**config.mk**
```make
export PLATFORM = sky130hd
export DESIGN_NAME = cpu_control_fsm_flat
export DESIGN_NICKNAME = d
export VERILOG_FILES = /design/src/rtl/cu_pkg.sv /design/src/rtl/cpu_control_fsm_if.sv /design/src/rtl/cu_btn_edge.sv /design/src/rtl/cpu_control_fsm.sv /design/src/flat_wrapper.sv
export SDC_FILE = /design/constraint.sdc
export NUM_CORES = 1
export LEC_CHECK = 0
export CAP_MARGIN = 5
export CORE_ASPECT_RATIO = 0.5
export CORE_MARGIN = 1.5
export CORE_UTILIZATION = 44
export CTS_CLUSTER_SIZE = 14
export DETAILED_ROUTE_END_ITERATION = 10
export MAX_ROUTING_LAYER = met4
export PLACE_DENSITY = 0.8
export SYNTH_ARGS = -nofsm -noshare
export SYNTH_HDL_FRONTEND = slang
export SYNTH_SLANG_ARGS = --single-unit
```
**constraint.sdc**
```tcl
create_clock -name clk -period 1.3 [get_ports clk]
set_input_delay 0.195 -clock clk [delete_from_list [all_inputs] [get_ports clk]]
set_output_delay 0.195 -clock clk [all_outputs]
set_load 0.01 [all_outputs]
```
**src/rtl/cu_pkg.sv**
```systemverilog
// cu_pkg: shared types and encodings for the multi-cycle CPU control unit.
package cu_pkg;

  typedef enum logic [2:0] {
    ST_IDLE      = 3'd0,
    ST_DECODE    = 3'd1,
    ST_EXECUTE   = 3'd2,
    ST_WRITEBACK = 3'd3,
    ST_HALT      = 3'd4
  } state_e;

  // Instruction classes produced by the opcode decoder
  typedef enum logic [2:0] {
    CL_NOP     = 3'd0,
    CL_LOAD    = 3'd1,
    CL_MOV     = 3'd2,
    CL_OUT     = 3'd3,
    CL_ALU     = 3'd4,
    CL_HALT    = 3'd5,
    CL_ILLEGAL = 3'd6
  } op_class_e;

  localparam logic [3:0] OP_NOP      = 4'h0;
  localparam logic [3:0] OP_LOAD     = 4'h1;
  localparam logic [3:0] OP_MOV      = 4'h2;
  localparam logic [3:0] OP_OUT      = 4'h3;
  localparam logic [3:0] OP_ALU_BASE = 4'h4;
  localparam logic [3:0] OP_ALU_LAST = 4'hB;
  localparam logic [3:0] OP_HALT     = 4'hF;

  localparam logic [1:0] BSEL_EXT = 2'b00;
  localparam logic [1:0] BSEL_REG = 2'b01;
  localparam logic [1:0] BSEL_ALU = 2'b10;

endpackage

```
**src/rtl/cpu_control_fsm_if.sv**
```systemverilog
// cpu_control_fsm_if: control bus from the control unit to the datapath.
interface cpu_control_fsm_if #(
  parameter int unsigned NUM_REGS = 4,
  parameter int unsigned F_SEL_W  = 4
);
  logic [NUM_REGS-1:0]         wr_en;
  logic                        write_o;
  logic [F_SEL_W-1:0]          F_sel;
  logic [1:0]                  B_sel;
  logic [$clog2(NUM_REGS)-1:0] rd_sel;

  modport master (output wr_en, write_o, F_sel, B_sel, rd_sel);
  modport slave  (input  wr_en, write_o, F_sel, B_sel, rd_sel);
endinterface

```
**src/rtl/cu_btn_edge.sv**
```systemverilog
// cu_btn_edge: two-flop synchroniser plus rising-edge detector for ex_btn.
module cu_btn_edge (
  input  logic clk,
  input  logic rstn,
  input  logic ex_btn,
  output logic step
);
  // [0],[1] synchronise, [2] remembers the previous synchronised level
  logic [2:0] sync_q, sync_d;

  // Shift the button level through the synchroniser/history chain
  always_comb begin
    sync_d = {sync_q[1:0], ex_btn};
  end

  // Synchroniser registers
  always_ff @(posedge clk or negedge rstn) begin
    if (!rstn) sync_q <= '0;
    else       sync_q <= sync_d;
  end

  assign step = sync_q[1] & ~sync_q[2];
endmodule

```
**src/rtl/cpu_control_fsm.sv**
```systemverilog
// cpu_control_fsm: multi-cycle Moore control unit for the teaching CPU.
// Optional feature macro: CU_ILLEGAL_TRAP_EN (illegal opcodes trap into HALT).
module cpu_control_fsm
  import cu_pkg::*;
#(
  parameter int unsigned OPCODE_W = 4,
  parameter int unsigned NUM_REGS = 4,
  parameter int unsigned F_SEL_W  = 4,
  parameter int unsigned CNT_W    = 8
) (
  input  logic                        clk,
  input  logic                        rstn,
  input  logic                        ex_btn,
  input  logic [OPCODE_W-1:0]         opcode,
  input  logic [$clog2(NUM_REGS)-1:0] dst,
  input  logic [$clog2(NUM_REGS)-1:0] src,
  cpu_control_fsm_if.master           dp,
  output logic                        busy,
  output logic                        halted,
  output logic [CNT_W-1:0]            retired
);
  localparam int unsigned IDX_W = $clog2(NUM_REGS);

  logic                step;
  state_e              state_q, state_d;
  logic [OPCODE_W-1:0] ir_op_q, ir_op_d;
  logic [IDX_W-1:0]    ir_dst_q, ir_dst_d;
  logic [IDX_W-1:0]    ir_src_q, ir_src_d;
  logic [CNT_W-1:0]    retired_q, retired_d;
  logic [NUM_REGS-1:0] wr_en_q, wr_en_d;
  logic                write_o_q, write_o_d;
  logic [F_SEL_W-1:0]  f_sel_q, f_sel_d;
  logic [1:0]          b_sel_q, b_sel_d;
  logic [IDX_W-1:0]    rd_sel_q, rd_sel_d;
  logic                busy_q, busy_d;
  logic                halted_q, halted_d;
  op_class_e           op_cls;
  logic [3:0]          op_lo;
  logic [2:0]          alu_fn;

  cu_btn_edge u_btn_edge (
    .clk    (clk),
    .rstn   (rstn),
    .ex_btn (ex_btn),
    .step   (step)
  );

  // Classify the latched opcode; any nonzero bit above the low nibble is illegal
  always_comb begin
    op_lo  = ir_op_q[3:0];
    alu_fn = 3'(op_lo - OP_ALU_BASE);
    op_cls = CL_ILLEGAL;
    if ((ir_op_q >> 4) == '0) begin
      if (op_lo == OP_NOP)       op_cls = CL_NOP;
      else if (op_lo == OP_LOAD) op_cls = CL_LOAD;
      else if (op_lo == OP_MOV)  op_cls = CL_MOV;
      else if (op_lo == OP_OUT)  op_cls = CL_OUT;
      else if (op_lo == OP_HALT) op_cls = CL_HALT;
      else if (op_lo >= OP_ALU_BASE && op_lo <= OP_ALU_LAST) op_cls = CL_ALU;
    end
  end

  // Next-state, instruction register capture and retire counting
  always_comb begin
    state_d   = state_q;
    ir_op_d   = ir_op_q;
    ir_dst_d  = ir_dst_q;
    ir_src_d  = ir_src_q;
    retired_d = retired_q;
    case (state_q)
      ST_IDLE: begin
        if (step) begin
          state_d  = ST_DECODE;
          ir_op_d  = opcode;
          ir_dst_d = dst;
          ir_src_d = src;
        end
      end
      ST_DECODE: begin
        if (op_cls == CL_HALT) state_d = ST_HALT;
`ifdef CU_ILLEGAL_TRAP_EN
        else if (op_cls == CL_ILLEGAL) state_d = ST_HALT;
`endif
        else state_d = ST_EXECUTE;
      end
      ST_EXECUTE:   state_d = ST_WRITEBACK;
      ST_WRITEBACK: begin
        state_d   = ST_IDLE;
        retired_d = retired_q + CNT_W'(1);
      end
      ST_HALT:      state_d = ST_HALT;
      default:      state_d = ST_IDLE;
    endcase
  end

  // Output decode from the upcoming state so every output is a flop
  always_comb begin
    f_sel_d   = '0;
    b_sel_d   = BSEL_EXT;
    rd_sel_d  = '0;
    wr_en_d   = '0;
    write_o_d = 1'b0;
    busy_d    = (state_d != ST_IDLE);
    halted_d  = (state_d == ST_HALT);
    if (state_d == ST_EXECUTE || state_d == ST_WRITEBACK) begin
      case (op_cls)
        CL_MOV, CL_OUT: begin
          b_sel_d  = BSEL_REG;
          rd_sel_d = ir_src_q;
        end
        CL_ALU: begin
          f_sel_d  = F_SEL_W'(alu_fn);
          b_sel_d  = BSEL_ALU;
          rd_sel_d = ir_src_q;
        end
        default: ;
      endcase
    end
    if (state_d == ST_WRITEBACK) begin
      if (op_cls == CL_LOAD || op_cls == CL_MOV || op_cls == CL_ALU)
        wr_en_d = NUM_REGS'(1) << ir_dst_q;
      if (op_cls == CL_OUT)
        write_o_d = 1'b1;
    end
  end

  // State, instruction register, counter and output registers
  always_ff @(posedge clk or negedge rstn) begin
    if (!rstn) begin
      state_q   <= ST_IDLE;
      ir_op_q   <= '0;
      ir_dst_q  <= '0;
      ir_src_q  <= '0;
      retired_q <= '0;
      wr_en_q   <= '0;
      write_o_q <= 1'b0;
      f_sel_q   <= '0;
      b_sel_q   <= '0;
      rd_sel_q  <= '0;
      busy_q    <= 1'b0;
      halted_q  <= 1'b0;
    end else begin
      state_q   <= state_d;
      ir_op_q   <= ir_op_d;
      ir_dst_q  <= ir_dst_d;
      ir_src_q  <= ir_src_d;
      retired_q <= retired_d;
      wr_en_q   <= wr_en_d;
      write_o_q <= write_o_d;
      f_sel_q   <= f_sel_d;
      b_sel_q   <= b_sel_d;
      rd_sel_q  <= rd_sel_d;
      busy_q    <= busy_d;
      halted_q  <= halted_d;
    end
  end

  assign dp.wr_en   = wr_en_q;
  assign dp.write_o = write_o_q;
  assign dp.F_sel   = f_sel_q;
  assign dp.B_sel   = b_sel_q;
  assign dp.rd_sel  = rd_sel_q;
  assign busy       = busy_q;
  assign halted     = halted_q;
  assign retired    = retired_q;
endmodule

```
**src/flat_wrapper.sv**
```systemverilog
// flat-port wrapper written by rule: the top's interface ports become plain ports
module cpu_control_fsm_flat import cu_pkg::*;
#(
  parameter int unsigned OPCODE_W = 4,
  parameter int unsigned NUM_REGS = 4,
  parameter int unsigned F_SEL_W  = 4,
  parameter int unsigned CNT_W    = 8
)
  (clk, rstn, ex_btn, opcode, dst, src, busy, halted, retired, dp_wr_en, dp_write_o, dp_F_sel, dp_B_sel, dp_rd_sel);
  cpu_control_fsm_if #(.NUM_REGS(NUM_REGS), .F_SEL_W(F_SEL_W)) dp_i ();
  input  logic clk;
  input  logic rstn;
  input  logic ex_btn;
  input  logic [OPCODE_W-1:0] opcode;
  input  logic [$clog2(NUM_REGS)-1:0] dst;
  input  logic [$clog2(NUM_REGS)-1:0] src;
  output logic busy;
  output logic halted;
  output logic [CNT_W-1:0] retired;
  output wire logic [$bits(dp_i.wr_en)-1:0] dp_wr_en;
  output wire logic [$bits(dp_i.write_o)-1:0] dp_write_o;
  output wire logic [$bits(dp_i.F_sel)-1:0] dp_F_sel;
  output wire logic [$bits(dp_i.B_sel)-1:0] dp_B_sel;
  output wire logic [$bits(dp_i.rd_sel)-1:0] dp_rd_sel;
  assign dp_wr_en = dp_i.wr_en;
  assign dp_write_o = dp_i.write_o;
  assign dp_F_sel = dp_i.F_sel;
  assign dp_B_sel = dp_i.B_sel;
  assign dp_rd_sel = dp_i.rd_sel;
  cpu_control_fsm #(.OPCODE_W(OPCODE_W), .NUM_REGS(NUM_REGS), .F_SEL_W(F_SEL_W), .CNT_W(CNT_W)) u_core (.clk(clk), .rstn(rstn), .ex_btn(ex_btn), .opcode(opcode), .dst(dst), .src(src), .dp(dp_i), .busy(busy), .halted(halted), .retired(retired));
endmodule
```
==> results of run 1 <==
[worst max path at each step]
stage	start	to	slack, ps
3_5_place_dp	u_core.state_q[0]	u_core.ir_src_q[0]	-140
5_1_grt	u_core.state_q[0]	u_core.retired[7]	-50
4_1_cts	u_core.state_q[1]	u_core.dp.rd_sel[1]	7
2_1_floorplan	u_core.state_q[0]	u_core.ir_dst_q[0]	40
3_3_place_gp	u_core.state_q[0]	u_core.ir_op_q[3]	-100
6_report	u_core.state_q[1]	u_core.dp.rd_sel[1]	-1
[metrics by stage]
step / power, uW / TNS [ps]
after global routing: 4850 / -397.6
final: 4548 / -1.199
after floorplan: 2664 / 0
after detailed placement: 3472 / -1090
after global placement: 3384 / -795.1
after CTS: 4454 / 0
[power breakdown]
group	internal [uW]	switching [uW]
logic	991	868
clock network	569	390
registers	1480	251
total	3040	1510
[final cells by class]
cell class                 count  area [um2]
fill                         240       992.2
sequential                    36       902.1
multi-input combinational     73       568.0
timing repair buffer          51       455.4
clock buffer                   6       72.57
tap                           40       50.05
clock inverter                 2       35.03
inverter                       2       7.507
[logic make-up (layout without fill, tap and decap cells)]
kind of cell             Yosys count  in the layout
AO/OA/AOI/OAI                      6              6
XOR/XNOR                          10             10
adder cells (fa/ha/maj)            1              1
buffers and inverters              7             61
flip-flops                        36             36
multiplexers                       8              8
other                              1              1
AND/OR/NAND/NOR                   46             47
[state kept, by name (all words and copies together), names as in the netlist]
| name | flops |
|---|---|
| u_core.busy | 1 |
| u_core.retired | 8 |
| u_core.halted | 1 |
| u_core.dp.wr_en | 4 |
| u_core.dp.rd_sel | 2 |
| u_core.dp.F_sel | 3 |
| u_core.ir_src_q | 2 |
| u_core.dp.write_o | 1 |
| u_core.ir_op_q | 4 |
| u_core.ir_dst_q | 2 |
| u_core.state_q | 3 |
| u_core.dp.B_sel | 2 |
| u_core.u_btn_edge.sync_q | 3 |
[routing by layer]
layer	global-route usage (%)	wire length [um]	part of all wire, %
met5	-	0	0
met4	7.742	48	1.7
met3	6.286	127	4.5
met2	26.88	1339	47
met1	22.33	1307	46
[Yosys cell counts, types with 2 or more instances]
library cell / n / area, um2
a21oi_1: 4 / 20.02
and2_1: 2 / 12.51
and4_1: 2 / 17.52
buf_4: 3 / 22.52
dfrtp_1: 36 / 900.9
inv_1: 2 / 7.510
mux2_1: 8 / 90.09
nand2_1: 10 / 37.54
nand2b_1: 5 / 31.28
nand4_1: 3 / 18.77
nor2_1: 5 / 18.77
nor3_1: 6 / 30.03
nor3_2: 2 / 20.02
nor4b_1: 2 / 17.52
xnor2_1: 5 / 43.79
xor2_1: 5 / 43.79
[timing repair]
action	4_1_cts	5_1_grt
gates cloned	0	1
endpoints found under the setup margin	33	21
pin swaps	1	4
buffers inserted	6	2
gates resized for setup	29	8
==> qor.yml, run 1 <==
status:
  status: "finished with violations"
  violations: "negative setup slack"
synth:
  synthAdderAreaFrac_pct: 0.8584
  ys_seq_area_share_pct: 61.80
  synth_top_family_by_area: "simple AND/OR/NAND/NOR gates"
  synth_area_um2: 1458
  synth_compound_area_share_pct: 2.575
  synth_edf_count: 0
  synthCells: 115
  synthArstFlopShare_pct: 100.0
  syn_avg_cell_area_um2: 12.68
  syn_nets: 127
  synthMuxAreaShare_pct: 6.180
  yosys.area_share.simple_pct: 19.14
  synth-main-ff-cell: "dfrtp_1"
  yosysWarnings: 0
  synth-seq-cells: 36
  synthXorXnorAreaFrac_pct: 6.009
  synthDistinctLibCells: 31
power_and_ir_drop:
  ir_drop_mv: 1.087
  p_leak_uw: 0.001062
  powerDensity_nw_per_um2: 2175
critical_path:
  cp-start-kind: "flop"
  critPathKind: "reg -> reg"
  cp.depth: 4
  arrival_ps: 1480
  required_ps: 1480
  max_stage_delay_ps: 390
  crit_fanout: 12
  critPathBufInv: 1
  worstSetupEndpointType: "flop"
  rrSetupSlack_ps: -1
  crit_slowest_cell: "dfrtp_1"
  r2r_start: "u_core.state_q[1]"
  path_delay_family: "flip-flops"
  reg2reg_to: "u_core.dp.rd_sel[1]"
  r2r_cells: 4
  crit_chain: "buf_4, xnor2_1, nor2_1, and4_1"
clock_network:
  cts_hold_buf: 0
  ctsLongestPathBuffers: 2
  tritoncts: "done"
  cts_buffers: 5
  clk_latency_ps: 290
  cts_sinks: 36
  cts-htree-levels: 2
  cts_root_buf: "clkbuf_8"
  clk_pin_slew_ps: 70
finish:
  stdcell_count: 210
  syn2layout_area_growth_pct: 43.43
  drive_gt1_share_pct: 23.53
  design_area_um2: 2091
  final_common_cell: "dfrtp_1"
  layout_common_cells: "dfrtp_1 (35), dlygate4sd2_1 (22), buf_4 (16)"
  antennaDiodeCount: 0
  fin_util_pct: 67.82
  num-nets-final: 181
floorplan:
  die_width_um: 84.40
  io_pins: 34
  core_um2: 3083
  chipHeight_um: 43.70
  die_area_um2: 3688
  initial_core_util_pct: 47.28
  num_rows: 14
global_route:
  grt_pass1_vias: 1020
  grt_pass1_wl_um: 4740
  antenna_found_initial: 0
  grt.overflow.total: 0
  globalRouteTotalUtil_pct: 17.87
  grt_max_degree: 37
drt:
  wl_per_cell_um: 13.44
  vias_per_cell: 4.938
  ant_nets: 0
  vias: 1037
  detail_route.first_pass.iterations: 4
  drt-total-wl_um: 2823
  first_iter_violations: 58
  drc: 0
hold_path:
  worstHoldPathType: "in -> async"
sta:
  hold_slack_ps: 265.0
  drv_slew: 0
  finalHoldViolCount: 0
  clock_skew_ps: 4.198
  setup_violations: 1
  fin_crit_ps: 1301
  clock.fmax_mhz: 768.5
  fin_crit_sh_pct: 100.1
  rsz0062_at_grt: "true"
  finalWorstSetupSlack_ps: -1.199
placed_design:
  gp_congestion: 0.7670
  dp_hpwl_um: 1861
  place_area_um2: 1884
  dp.cells: 193
  io_buffers: 32
  dp_slack_ps: -136.5
flow_run:
  drv_cap: 0
No activity file was read; power rests on OpenSTA's default activity.
==> run 2, diff against run 1 <==
--- a/config.mk
+++ b/config.mk
@@ -6,13 +6,15 @@
 export NUM_CORES = 1
 export LEC_CHECK = 0
 export CAP_MARGIN = 5
+export CELL_PAD_IN_SITES_DETAIL_PLACEMENT = 1
+export CELL_PAD_IN_SITES_GLOBAL_PLACEMENT = 2
 export CORE_ASPECT_RATIO = 0.5
 export CORE_MARGIN = 1.5
-export CORE_UTILIZATION = 44
+export CORE_UTILIZATION = 29
 export CTS_CLUSTER_SIZE = 14
 export DETAILED_ROUTE_END_ITERATION = 10
 export MAX_ROUTING_LAYER = met4
-export PLACE_DENSITY = 0.8
+export PLACE_DENSITY = 0.79
 export SYNTH_ARGS = -nofsm -noshare
 export SYNTH_HDL_FRONTEND = slang
 export SYNTH_SLANG_ARGS = --single-unit
==> qor.yml, run 2 (same netlist as run 1, synthesis figures left out) <==
clock_network:
  clk_pin_slew_ps: 70
  cts_buffers: 5
  cts_sinks: 36
  clk_latency_ps: 290
  tritoncts: "done"
  ctsLongestPathBuffers: 2
  cts_root_buf: "clkbuf_8"
  cts-htree-levels: 2
power_and_ir_drop:
  p_sw_uw: 1602
  p_leak_uw: 0.001070
  swShare_pct: 34.04
  ir_drop_mv: 0.6367
  powerDensity_nw_per_um2: 2170
  internal_power_uw: 3105
  power.share.combinational_pct: 42.5
  p_total_uw: 4708
  pwr-share-seq_pct: 37.0
  p_clk_share_pct: 20.5
critical_path:
  max_stage_delay_ps: 460
  crit_slowest_cell: "dfrtp_2"
  r2r_start: "u_core.ir_op_q[3]"
  worstSetupEndpointType: "flop"
  cp-start-kind: "flop"
  required_ps: 1470
  crit_fanout: 7
  critPathKind: "reg -> reg"
  arrival_ps: 1430
  crit_chain: "or2_1, o2111ai_2, buf_4, nor3_1"
  rrSetupSlack_ps: 50
  crit_start: "u_core.ir_op_q[3]"
drt:
  drc: 0
  vias_per_cell: 4.397
  drt-total-wl_um: 3261
  wl_per_cell_um: 13.64
  detail_route.first_pass.iterations: 2
  ant_nets: 0
  vias: 1051
  first_iter_violations: 17
floorplan:
  die_width_um: 103.3
  die_area_um2: 5486
  core_um2: 4616
  io_pins: 34
  chipHeight_um: 53.13
  num_rows: 17
  initial_core_util_pct: 31.58
sta:
  rsz0062_at_grt: "true"
  drv_slew: 0
  hold_slack_ps: 281.5
  finalSetupTns_ps: 0
  setup_violations: 0
  fin_crit_ps: 1253
  fin_crit_sh_pct: 96.38
  clock.fmax_mhz: 798.1
  clock_skew_ps: 7.321
  finalHoldViolCount: 0
status:
  status: "completed"
finish:
  antennaDiodeCount: 0
  final_common_cell: "dfrtp_1"
  layout_common_cells: "dfrtp_1 (33), dlygate4sd2_1 (22), buf_4 (19)"
  syn2layout_area_growth_pct: 48.84
  design_area_um2: 2170
  drive_gt1_share_pct: 27.75
  largest_register_ffs: 8
  num-nets-final: 184
  fin_util_pct: 47.00
global_route:
  antenna_found_initial: 0
  grt_max_degree: 37
  grt_pass1_wl_um: 5244
  globalRouteTotalUtil_pct: 14.26
  grt_pass1_vias: 1072
  grt.overflow.total: 0
placed_design:
  io_buffers: 32
  gp_congestion: 0.7570
  dp_hpwl_um: 2193
  place_area_um2: 1924
flow_run:
  drv_cap: 0
hold_path:
  worstHoldPathType: "in -> async"
## run 2: changes by cell type in the layout (fill, tap and decap cells not counted), moves of 2 or more
cell	delta
buf_4	+3
dfrtp_1	-2
mux2_4	-3
mux2_1	+3
dfrtp_2	+2
## run 2: through the flow
step	worst slack, ps	cells
floorplan	36.18	115
global placement	-111.1	220
detailed placement	-221.8	220
CTS	1.084	237
global route	-16.73	239
finish	47.05	239
## run 2: per-layer routing
| metal | vias up | share of wire, % | global-route usage, % |
|---|---|---|---|
| li1 | 511 | - | - |
| met1 | 518 | 47 | 16.75 |
| met2 | 18 | 48 | 21.82 |
| met3 | 4 | 3.3 | 4.359 |
| met4 | 0 | 1.8 | 8.784 |
| met5 | - | 0 | - |
## run 2: worst max-delay path: cells and delay by family (launching register included)
kind,cells,cell delay (ps)
flip-flops,1,460
AND/OR/NAND/NOR,2,320
AO/OA/AOI/OAI,1,200
buffers and inverters,1,150
## run 2: layout make-up
class	count	area (um2)
clock buffer	6	72.57
clock inverter	2	35.03
fill	505	2446
inverter	2	7.507
multi-input combinational	73	589.3
sequential	36	904.6
tap	66	82.58
timing repair buffer	54	478.0
## run 2: final timing paths
path | depth (start not counted) | endpoint
hold reg to reg | 0 | u_core.u_btn_edge.sync_q[1]
max in group asynchronous | 2 | u_core.ir_op_q[0]
hold / removal | 2 | u_core.dp.wr_en[2]
min in group clk | 1 | u_core.u_btn_edge.sync_q[0]
setup / recovery | 4 | u_core.dp.wr_en[1]
setup reg to reg | 4 | u_core.dp.wr_en[1]
## run 2: what timing repair did
| action | 4_1_cts | 5_1_grt |
|---|---|---|
| pin swaps | 3 | 4 |
| hold buffers | 0 | 0 |
| setup endpoints to repair | 33 | 17 |
| setup buffers | 8 | 2 |
| resized for setup | 30 | 12 |
| hold endpoints to repair | 0 | 0 |
| gates cloned | 1 | 0 |
## run 2: power groups by stage
stage          clock network, uW  registers, uW  logic [uW]
3_3_place_gp                   0           1770        1680
5_1_grt                     1050           1790        2190
6_report                     967           1740        2000
2_1_floorplan                  0           1830         832
4_1_cts                     1000           1720        1860
3_5_place_dp                   0           1800        1740
==> run 3, diff against run 2 <==
--- a/config.mk
+++ b/config.mk
@@ -15,6 +15,7 @@
 export DETAILED_ROUTE_END_ITERATION = 10
 export MAX_ROUTING_LAYER = met4
 export PLACE_DENSITY = 0.79
+export SKIP_CTS_REPAIR_TIMING = 1
 export SYNTH_ARGS = -nofsm -noshare
 export SYNTH_HDL_FRONTEND = slang
 export SYNTH_SLANG_ARGS = --single-unit
==> qor.yml, run 3 (same netlist as run 1, synthesis figures left out) <==
status:
  status: "completed"
sta:
  clock_skew_ps: 7.066
  setup_violations: 0
  drv_slew: 0
  fin_crit_sh_pct: 96.58
  clock.fmax_mhz: 796.5
  hold_slack_ps: 281.4
  finalSetupTns_ps: 0
  finalHoldViolCount: 0
  rsz0062_at_grt: "true"
  fin_crit_ps: 1256
drt:
  drc: 0
  vias: 1063
  vias_per_cell: 4.523
  drt-total-wl_um: 3423
  first_iter_violations: 12
  detail_route.first_pass.iterations: 3
  wl_per_cell_um: 14.57
  ant_nets: 0
placed_design:
  dp.cells: 220
  gp_congestion: 0.7570
  place_area_um2: 1924
  dp_hpwl_um: 2193
  io_buffers: 32
power_and_ir_drop:
  powerDensity_nw_per_um2: 2147
  ir_drop_mv: 0.6094
  p_leak_uw: 0.001337
critical_path:
  crit_slowest_cell: "dfrtp_2"
  rrSetupSlack_ps: 40
  arrival_ps: 1440
  reg2reg_to: "u_core.dp.wr_en[2]"
  critPathKind: "reg -> reg"
  max_stage_delay_ps: 460
  cp-start-kind: "flop"
  crit_chain: "or2_1, o2111ai_2, buf_4, nor3_1"
  crit_fanout: 7
  worstSetupEndpointType: "flop"
  required_ps: 1480
  r2r_cells: 4
  r2r_start: "u_core.ir_op_q[3]"
finish:
  drive_gt1_share_pct: 30.77
  largest_register_ffs: 8
  layout_common_cells: "dfrtp_1 (30), dlymetal6s2s_1 (22), buf_4 (15)"
  final_common_cell: "dfrtp_1"
  num-nets-final: 180
  stdcell_count: 235
  syn2layout_area_growth_pct: 54.42
  antennaDiodeCount: 0
  design_area_um2: 2251
  fin_util_pct: 48.77
floorplan:
  io_pins: 34
  die_width_um: 103.3
  initial_core_util_pct: 31.58
  num_rows: 17
  core_um2: 4616
  die_area_um2: 5486
  chipHeight_um: 53.13
clock_network:
  cts_buffers: 5
  clk_pin_slew_ps: 70
  tritoncts: "done"
  ctsLongestPathBuffers: 2
  cts-htree-levels: 2
  cts_root_buf: "clkbuf_8"
  clk_latency_ps: 290
  cts_sinks: 36
global_route:
  antenna_found_initial: 0
  globalRouteTotalUtil_pct: 13.50
  grt_max_degree: 37
  grt_pass1_wl_um: 4981
  grt.overflow.total: 0
  grt_pass1_vias: 1022
flow_run:
  drv_cap: 0
hold_path:
  worstHoldPathType: "in -> async"
-- run 3: cell types whose count changed in the layout (fill, tap and decap cells not counted), moves of 3 or more --
cell,before,now
dlygate4sd2_1,22,0
mux2_1,7,3
dfrtp_1,33,30
dlymetal6s2s_1,0,22
dfrtp_2,3,6
buf_4,19,15
mux2_4,1,5
-- run 3: worst max path at each step --
| stage | startpoint | to | slack (ps) | cells after the start |
|---|---|---|---|---|
| 6_report | u_core.ir_op_q[3] | u_core.dp.wr_en[2] | 40 | 4 |
| 5_1_grt | u_core.state_q[0] | u_core.retired[5] | -30 | 4 |
| 4_1_cts | u_core.state_q[0] | u_core.ir_src_q[1] | -240 | 3 |
| 3_5_place_dp | u_core.state_q[0] | u_core.ir_src_q[1] | -220 | 3 |
| 3_3_place_gp | u_core.state_q[0] | u_core.ir_op_q[1] | -110 | 3 |
| 2_1_floorplan | u_core.state_q[0] | u_core.ir_dst_q[0] | 40 | 4 |
-- run 3: metal layers --
layer	share of wire, %	global-route usage [%]	routed length (um)
met3	3.6	4.359	124
met5	0	-	0
met2	49	19.74	1677
met1	45	16.25	1554
met4	1.9	8.784	65
-- run 3: final cells by class --
type | count | area, um2
clock buffers | 6 | 72.57
clock inverters | 2 | 35.03
fillers | 493 | 2365
inverters | 2 | 7.507
multi-input cells | 73 | 614.3
flip-flops and latches | 36 | 908.4
well taps | 66 | 82.58
repair buffers | 50 | 530.5
-- run 3: critical path: cells and delay by family, from the launching register on --
kind | cells | cell delay [ps]
AO/OA/AOI/OAI | 1 | 200
AND/OR/NAND/NOR | 2 | 340
flip-flops | 1 | 460
buffers and inverters | 1 | 160
-- run 3: power by group --
part           internal, uW  switching [uW]
combinational          1130             935
sequential             1500             298
clock                   569             405
-- run 3: per-stage QoR --
step	power (uW)	setup slack [ps]
6_report	4833	44.49
5_1_grt	5145	-25.72
4_1_cts	4530	-236.2
3_5_place_dp	3540	-221.8
3_3_place_gp	3452	-111.1
2_1_floorplan	2664	36.18
